### src/rtl/decode_stage_pipe_if.sv
// decode_stage_pipe_if: fetch, write-back and ID/EX signals of the decode stage
interface decode_stage_pipe_if #(parameter int WIDTH = 16, parameter int AW = 3);
  logic in_valid, in_ready, flush, wb_en, out_valid, out_ready;
  logic reg_wr, alu_src, mem_rd, mem_wr;
  logic [4:0] alu_op;
  logic [WIDTH-1:0] instr, wb_data, op1, op2, imm;
  logic [AW-1:0] wb_addr, rd_addr;
  modport master (
    output in_valid, instr, flush, wb_en, wb_addr, wb_data, out_ready,
    input in_ready, out_valid, alu_op, reg_wr, alu_src, mem_rd, mem_wr, op1, op2, imm, rd_addr
  );
  modport slave (
    input in_valid, instr, flush, wb_en, wb_addr, wb_data, out_ready,
    output in_ready, out_valid, alu_op, reg_wr, alu_src, mem_rd, mem_wr, op1, op2, imm, rd_addr
  );
endinterface

### src/rtl/decode_stage_pipe.sv
// decode_stage_pipe: register-file decode stage with two-word immediates, bypass, load-use interlock and ID/EX register
module decode_stage_pipe #(
  parameter int WIDTH = 16,
  parameter int REG_COUNT = 8,
  localparam int AW = $clog2(REG_COUNT)
) (
  input logic clk,
  input logic rst,
  decode_stage_pipe_if.slave bus
);
  typedef enum logic {IDLE, WAIT_IMM} state_t;
  state_t state;
  logic [WIDTH-1:0] regs [REG_COUNT];
  logic [4:0] op, l_op, f_op;
  logic [AW-1:0] rs1, rs2, rd, l_rs1, l_rs2, l_rd, f_rd;
  logic [WIDTH-1:0] rd1, rd2, l_op1, l_op2, b_op1, b_op2, f_op1, f_op2;
  logic adv, stall, acc, two_word, wait_imm;
  function automatic logic [3:0] ctrl(input logic [4:0] o);
    return o == 5'd0 ? 4'b0000 : o[4:3] == 2'b00 ? 4'b1000 : o[4:3] == 2'b01 ? 4'b1100 :
           o[4:3] == 2'b10 ? 4'b1110 : 4'b0101;
  endfunction
  assign op = bus.instr[WIDTH-1 -: 5];
  assign rs1 = bus.instr[WIDTH-6 -: AW];
  assign rs2 = bus.instr[WIDTH-6-AW -: AW];
  assign rd = bus.instr[WIDTH-6-2*AW -: AW];
  assign two_word = |op[4:3];
  assign wait_imm = state == WAIT_IMM;
  assign rd1 = (bus.wb_en && bus.wb_addr == rs1) ? bus.wb_data : regs[rs1];
  assign rd2 = (bus.wb_en && bus.wb_addr == rs2) ? bus.wb_data : regs[rs2];
  // latched operands track write-backs while waiting for the immediate
  assign b_op1 = (bus.wb_en && bus.wb_addr == l_rs1) ? bus.wb_data : l_op1;
  assign b_op2 = (bus.wb_en && bus.wb_addr == l_rs2) ? bus.wb_data : l_op2;
  assign f_op = wait_imm ? l_op : op;
  assign f_rd = wait_imm ? l_rd : rd;
  assign f_op1 = wait_imm ? b_op1 : rd1;
  assign f_op2 = wait_imm ? b_op2 : rd2;
  assign adv = !bus.out_valid || bus.out_ready;
  assign stall = !wait_imm && bus.out_valid && bus.mem_rd && (bus.rd_addr == rs1 || bus.rd_addr == rs2);
  assign bus.in_ready = !bus.flush && adv && !stall;
  assign acc = bus.in_valid && bus.in_ready;
  always_ff @(posedge clk or posedge rst)
    if (rst) begin
      state <= IDLE;
      bus.out_valid <= 1'b0;
      bus.alu_op <= '0;
      {bus.reg_wr, bus.alu_src, bus.mem_rd, bus.mem_wr} <= '0;
      bus.op1 <= '0;
      bus.op2 <= '0;
      bus.imm <= '0;
      bus.rd_addr <= '0;
      l_op <= '0;
      l_rs1 <= '0;
      l_rs2 <= '0;
      l_rd <= '0;
      l_op1 <= '0;
      l_op2 <= '0;
      for (int i = 0; i < REG_COUNT; i++) regs[i] <= '0;
    end else begin
      if (bus.wb_en) regs[bus.wb_addr] <= bus.wb_data;
      if (bus.flush) begin
        state <= IDLE;
        bus.out_valid <= 1'b0;
      end else begin
        if (wait_imm) begin
          l_op1 <= b_op1;
          l_op2 <= b_op2;
        end
        if (adv) bus.out_valid <= 1'b0;
        if (acc && !wait_imm && two_word) begin
          state <= WAIT_IMM;
          l_op <= op;
          l_rs1 <= rs1;
          l_rs2 <= rs2;
          l_rd <= rd;
          l_op1 <= rd1;
          l_op2 <= rd2;
        end
        if (acc && (wait_imm || !two_word)) begin
          state <= IDLE;
          bus.out_valid <= 1'b1;
          bus.alu_op <= f_op;
          {bus.reg_wr, bus.alu_src, bus.mem_rd, bus.mem_wr} <= ctrl(f_op);
          bus.op1 <= f_op1;
          bus.op2 <= f_op2;
          bus.imm <= wait_imm ? bus.instr : '0;
          bus.rd_addr <= f_rd;
        end
      end
    end
endmodule

### src/flat_wrapper.sv
// flat-port wrapper written by rule: the top's interface ports become plain ports
module decode_stage_pipe_flat 
#(
  parameter int WIDTH = 16,
  parameter int REG_COUNT = 8,
  localparam int AW = $clog2(REG_COUNT)
)
  (clk, rst, bus_in_valid, bus_instr, bus_flush, bus_wb_en, bus_wb_addr, bus_wb_data, bus_out_ready, bus_in_ready, bus_out_valid, bus_alu_op, bus_reg_wr, bus_alu_src, bus_mem_rd, bus_mem_wr, bus_op1, bus_op2, bus_imm, bus_rd_addr);
  decode_stage_pipe_if #(.WIDTH(WIDTH), .AW(3)) bus_i ();
  input logic clk;
  input logic rst;
  input wire logic [$bits(bus_i.in_valid)-1:0] bus_in_valid;
  input wire logic [$bits(bus_i.instr)-1:0] bus_instr;
  input wire logic [$bits(bus_i.flush)-1:0] bus_flush;
  input wire logic [$bits(bus_i.wb_en)-1:0] bus_wb_en;
  input wire logic [$bits(bus_i.wb_addr)-1:0] bus_wb_addr;
  input wire logic [$bits(bus_i.wb_data)-1:0] bus_wb_data;
  input wire logic [$bits(bus_i.out_ready)-1:0] bus_out_ready;
  output wire logic [$bits(bus_i.in_ready)-1:0] bus_in_ready;
  output wire logic [$bits(bus_i.out_valid)-1:0] bus_out_valid;
  output wire logic [$bits(bus_i.alu_op)-1:0] bus_alu_op;
  output wire logic [$bits(bus_i.reg_wr)-1:0] bus_reg_wr;
  output wire logic [$bits(bus_i.alu_src)-1:0] bus_alu_src;
  output wire logic [$bits(bus_i.mem_rd)-1:0] bus_mem_rd;
  output wire logic [$bits(bus_i.mem_wr)-1:0] bus_mem_wr;
  output wire logic [$bits(bus_i.op1)-1:0] bus_op1;
  output wire logic [$bits(bus_i.op2)-1:0] bus_op2;
  output wire logic [$bits(bus_i.imm)-1:0] bus_imm;
  output wire logic [$bits(bus_i.rd_addr)-1:0] bus_rd_addr;
  assign bus_i.in_valid = bus_in_valid;
  assign bus_i.instr = bus_instr;
  assign bus_i.flush = bus_flush;
  assign bus_i.wb_en = bus_wb_en;
  assign bus_i.wb_addr = bus_wb_addr;
  assign bus_i.wb_data = bus_wb_data;
  assign bus_i.out_ready = bus_out_ready;
  assign bus_in_ready = bus_i.in_ready;
  assign bus_out_valid = bus_i.out_valid;
  assign bus_alu_op = bus_i.alu_op;
  assign bus_reg_wr = bus_i.reg_wr;
  assign bus_alu_src = bus_i.alu_src;
  assign bus_mem_rd = bus_i.mem_rd;
  assign bus_mem_wr = bus_i.mem_wr;
  assign bus_op1 = bus_i.op1;
  assign bus_op2 = bus_i.op2;
  assign bus_imm = bus_i.imm;
  assign bus_rd_addr = bus_i.rd_addr;
  decode_stage_pipe #(.WIDTH(WIDTH), .REG_COUNT(REG_COUNT)) u_core (.clk(clk), .rst(rst), .bus(bus_i));
endmodule
### config.mk
export PLATFORM = sky130hd
export DESIGN_NAME = decode_stage_pipe_flat
export DESIGN_NICKNAME = d
export VERILOG_FILES = /design/src/rtl/decode_stage_pipe_if.sv /design/src/rtl/decode_stage_pipe.sv /design/src/flat_wrapper.sv
export SDC_FILE = /design/constraint.sdc
export NUM_CORES = 1
export LEC_CHECK = 0
export BUFFER_PORTS_ARGS = -buffer_cell sky130_fd_sc_hd__buf_2
export CORE_MARGIN = 2
export CORE_UTILIZATION = 40
export DETAILED_ROUTE_END_ITERATION = 8
export HOLD_SLACK_MARGIN = 0.12
export PLACE_DENSITY = 0.68
export SLEW_MARGIN = 20
export SYNTH_ARGS = -nofsm -noshare
export SYNTH_HDL_FRONTEND = slang
export SYNTH_SLANG_ARGS = --single-unit
### constraint.sdc
create_clock -name clk -period 18.7 [get_ports clk]
set_input_delay 3.74 -clock clk [delete_from_list [all_inputs] [get_ports clk]]
set_output_delay 3.74 -clock clk [all_outputs]
set_load 0.03 [all_outputs]
=== Word-level counts from Yosys, hierarchy flattened ===
Index checks and enable logic that the tools add are counted.
W data, S select, Z words.

* Bits in registers: 236
* Bits of input ports: 41
* Output and inout bits: 62
* Logic and storage cells: 104

* Order comparisons: 4
* Eq/ne operators: 8
* Muxes and demuxes: 32
* Bitwise logic cells: 4
* Reductions and logical operators: 31

{| class="wikitable"
|+ Operators by type and width
! cell !! number
|-
| $mux W16 || 16
|-
| $bwmux W128 || 1
|-
| $bmux W16 S3 || 2
|-
| $demux W16 S3 || 1
|-
| $eq A3 B3 Y1 || 6
|-
| $mux W4 || 4
|-
| $logic_and A1 B1 Y1 || 14
|-
| $ge A4 B4 Y1 const B || 3
|-
| $not A3 Y4 || 3
|-
| $mux W1 || 6
|-
| $reduce_and A2 Y1 || 3
|-
| $reduce_bool A3 Y1 || 2
|-
| $logic_not A1 Y1 || 5
|-
| $logic_not A5 Y1 || 1
|-
| $mux W5 || 1
|-
| $lt A4 B1 Y1 const B || 1
|-
| $logic_or A1 B1 Y1 || 3
|-
| $mux W3 || 1
|-
| $eq A2 B1 Y1 const B || 1
|-
| $eq A2 B2 Y1 const B || 1
|-
| $logic_not A2 Y1 || 1
|-
| $reduce_bool A2 Y1 || 1
|-
| $reduce_or A2 Y1 || 1
|-
| $not A1 Y1 || 1
|}

=== Depth between registers and ports, before layout ===
* Depth after elaboration: 12
* Gate-level depth with buffers: 8
* Depth with buffers taken out: 5

=== Least setup slack after synthesis ===
No wires, ideal clock.

* Kind: input-to-output
* Start: input port bus_instr[6]
* End: output port bus_in_ready
* Data arrival time: 4916 ps
* Required time: 14960 ps
* Path slack: 10044 ps
* Stages on the path: 5
* Buffers on the path: 1
* Cells stage by stage: buf_4 xnor2_1 nand4_2 nand2_1 nor3_1

* Longest elaborated chain between the ends: 5

{| class="wikitable"
|+ Ends and longest elaborated chain
! item !! line !! text
|-
| start: declaration || flat_wrapper.sv:13 || <nowiki>input wire logic [$bits(bus_i.instr)-1:0] bus_instr;</nowiki>
|-
| $eq A3 B3 Y1 || decode_stage_pipe.sv:38 || <nowiki>assign stall = !wait_imm && bus.out_valid && bus.mem_rd && (bus.rd_addr == rs1 || bus.rd_addr == rs2);</nowiki>
|-
| $logic_or A1 B1 Y1 || decode_stage_pipe.sv:38 ||
|-
| $logic_and A1 B1 Y1 || decode_stage_pipe.sv:38 ||
|-
| $logic_not A1 Y1 || decode_stage_pipe.sv:39 || <nowiki>assign bus.in_ready = !bus.flush && adv && !stall;</nowiki>
|-
| $logic_and A1 B1 Y1 || decode_stage_pipe.sv:39 ||
|-
| end: declaration || flat_wrapper.sv:19 || <nowiki>output wire logic [$bits(bus_i.in_ready)-1:0] bus_in_ready;</nowiki>
|}

No other way between the ends.

=== Worst setup path in the final report ===
Same ends and word-level chain as after synthesis.

==> flow_summary.ini <==
[run_status]
status = complete, no violations

[timing]
setup_violations = 0
finalMaxSlewViolations = 0
period_needed_ns = 8.77
finalHoldViolCount = 0
tns_ns = 0
fin_skew_ns = 0.0126
fin_crit_sh = 0.469
max_slew_margin = 0.273
clock.fmax_mhz = 114
worst_slew_pin_slew_ns = 1.09
rsz0062_at_grt = no

[place]
dpl_cell_area_mm2 = 0.0129
port_buffers = 102
gp_congestion = 0.782
dp.final_hpwl_um = 19200

[global_route]
grt_usage = 0.183
grt_util_met1 = 0.262
gr-usage-met2 = 0.292
grtUsageMet3 = 0.0269
grt_max_degree = 104
grt_pass1_vias = 8316
gr-max-usage-layer = met2
grt_antenna_before_repair = 0
overflow = 0
grt_pass1_wl_um = 48000

[pwr]
switchingPower_uw = 544
power.share.clock = 0.290
switching_share = 0.323
peakVddDrop_mv = 0.0590
combPwrFrac = 0.279
seqPwrFrac = 0.431
p_total_uw = 1690
leakagePower_uw = 0.00613
p_int_uw = 1140
p_per_area_mw_per_mm2 = 123

[clocking]
cts-hold-fix-buffers = 0
cts_setup_buffers = 0
cts.sinks = 236
clock_latency_ns = 0.52
cts_tree = built
post_cts_resized = 0
cts_buffers = 25
ctsLongestPathBuffers = 3
clock-root-buffer = clkbuf_16
cts.reportedPaths.clkPinSlew_ns = 0.06
htree_levels = 1

[setup_path]
cp.arrival_ns = 5.03
cp_max_fo = 22
cp-startpoint = bus_instr[6]
crit-reg2reg-launch = u_core.state
startpoint_type = input pin
required_ns = 14.96
endpoint_kind = primary output
criticalPathCategory = input pin to primary output

[yosys]
synth_top_area_frac = 0.478
synth.distinct_cells = 42
synth_nets = 1046
synth_area_leader_cell = dfrtp_1
synthesis.area_mm2 = 0.0124
yosysWarnings = 0
synthCells = 1005
synth_seq_area_share = 0.478
synth_area_per_cell_um2 = 12.3
synth.area.top_cells = dfrtp_1 48%, mux2_2 13%, mux2i_1 8.4%
ys_seq_elements = 236

[die]
dieHeight_um = 180
start_util = 0.405
die_w_um = 180
rows = 64
coreArea_mm2 = 0.0305
io_pins = 103
die_area_mm2 = 0.0323

[layout]
final_nets = 1093
seq_area_mm2 = 0.00591
insertedDiodeCount = 0
nFillCells = 2765
area_delta_synth_final_pct = 10.9
multi_input_area_mm2 = 0.00585
fin_area_mm2 = 0.0137
drive_above_1_share = 0.327

[detailed_routing]
dr.pass1.iters = 5
antenna_left = 0
post_drt_wl_per_cell_um = 20.5
drt_iter0_markers = 621
routed_wl_um = 30000
vias_per_cell = 5.73
remaining_drc_errors = 0
vias = 8395

[job]
maxCapViolCount = 0

[hold_path]
hold_path.class = flip-flop to flip-flop
hp-start = u_core.bus.imm[15]
[through the flow]
step,worst slack (ns),hold WS [ns],utilization,instances
floorplan,8.49,0.478,-,1005
global placement,9.89,0.456,0.423,1421
detailed placement,9.91,0.465,0.423,1421
CTS,9.91,0.478,0.449,1465
global route,9.85,0.495,0.449,1465
finish,9.93,0.473,0.449,1465
[worst max-delay path: stages]
cell and delay, ns:
buf_2 0.49, xnor2_1 0.15, nand4_2 0.19, nand2_1 0.09, nor3_1 0.16, buf_2 0.22
[area by class of cell]
| class | instances | share of cell area |
|---|---|---|
| Sequential cell | 236 | 0.431 |
| Multi-Input combinational cell | 670 | 0.427 |
| Tap cell | 396 | 0.0361 |
| Clock buffer | 35 | 0.0535 |
| Timing Repair Buffer | 118 | 0.0463 |
| Clock inverter | 9 | 0.00557 |
| Inverter | 1 | 0.000822 |
[logic make-up after synthesis]
| group | count (synthesis) | share of synthesized area |
|---|---|---|
| muxes | 279 | 0.273 |
| AOI/OAI and AO/OA | 229 | 0.131 |
| DFF | 236 | 0.478 |
| and+or+nand+nor | 144 | 0.0556 |
| buffers and inverters | 99 | 0.0504 |
| xor gates and xnor gates | 18 | 0.0128 |
[sequential cells by signal, summed over array words and instances (netlist names), 3 cells and up]
signal,flops
u_core.regs,128
u_core.l_op,5
u_core.l_rs2,3
u_core.bus.op1,16
u_core.bus.op2,16
u_core.bus.imm,16
u_core.l_rd,3
u_core.l_op1,16
u_core.l_op2,16
u_core.bus.rd_addr,3
u_core.bus.alu_op,5
u_core.l_rs1,3
[cells in the mapped netlist]
| master | number |
|---|---|
| dfrtp_1 | 236 |
| mux2_2 | 143 |
| mux2i_1 | 104 |
| nand2_1 | 76 |
| a21oi_1 | 35 |
| nor2_1 | 34 |
| a221o_1 | 32 |
| a22o_1 | 32 |
| a22oi_1 | 32 |
| mux4_2 | 32 |
| o211ai_1 | 32 |
| o21ai_0 | 32 |
| clkbuf_1 | 30 |
| buf_2 | 26 |
| o21ai_1 | 26 |
| buf_6 | 22 |
| xnor2_1 | 18 |
| buf_4 | 14 |
| buf_1 | 5 |
| nand2b_1 | 4 |
| nand4_1 | 4 |
| nor2b_1 | 4 |
| nand4_2 | 3 |
| nand4b_1 | 3 |
| and2_1 | 2 |
| and4_1 | 2 |
| nand3_1 | 2 |
| nor3_1 | 2 |
| nor3_2 | 2 |
| nor3b_2 | 2 |
| o21a_2 | 2 |
| o22ai_2 | 2 |
| a21boi_0 | 1 |
| a21o_1 | 1 |
| and3_1 | 1 |
| and3b_1 | 1 |
| clkbuf_2 | 1 |
| inv_1 | 1 |
| nand3_4 | 1 |
| nor3b_1 | 1 |
| o21bai_1 | 1 |
| o22ai_1 | 1 |
[routing by layer]
metal,routed length (um),up-vias
li1,-,3841
met1,14000,4322
met2,14200,195
met3,1300,37
met4,541,0
met5,0,-
[cells in the final DEF, fill, tap and decap left out, types with 3 or more instances in the layout]
master,Yosys,routed
dfrtp_1,236,235
mux2_2,143,143
mux2i_1,104,104
buf_2,26,102
nand2_1,76,76
a21oi_1,35,35
nor2_1,34,34
mux4_2,32,32
a22oi_1,32,32
o211ai_1,32,32
a221o_1,32,32
o21ai_0,32,32
a22o_1,32,32
o21ai_1,26,26
clkbuf_16,0,25
xnor2_1,18,18
buf_4,14,15
clkbuf_8,0,7
clkinv_2,0,6
nand4_1,4,4
nand2b_1,4,4
nand4b_1,3,3
nand4_2,3,3
nor2b_1,4,3
clkbuf_1,30,3
[path summary, 6_finish.rpt]
check                                      to  slack, ns  depth (start not counted)
max in group asynchronous   u_core.bus.op1[2]      14.07                          3
min in group asynchronous   u_core.bus.imm[7]       3.30                          2
min reg2reg                u_core.bus.imm[15]       0.47                          2
min                        u_core.bus.imm[15]       0.47                          2
max                              bus_in_ready       9.93                          6
max reg2reg                  u_core.l_op2[15]      15.32                          6
[power by group through the flow]
| stage | sequential (uW) | clock [uW] | combinational, uW |
|---|---|---|---|
| after detailed placement | 733 | 0 | 473 |
| after CTS | 725 | 497 | 474 |
| after global routing | 744 | 519 | 509 |
| after floorplan | 791 | 0 | 291 |
| final | 726 | 488 | 471 |
| after global placement | 726 | 0 | 460 |
(Power assumes the default switching activity.)
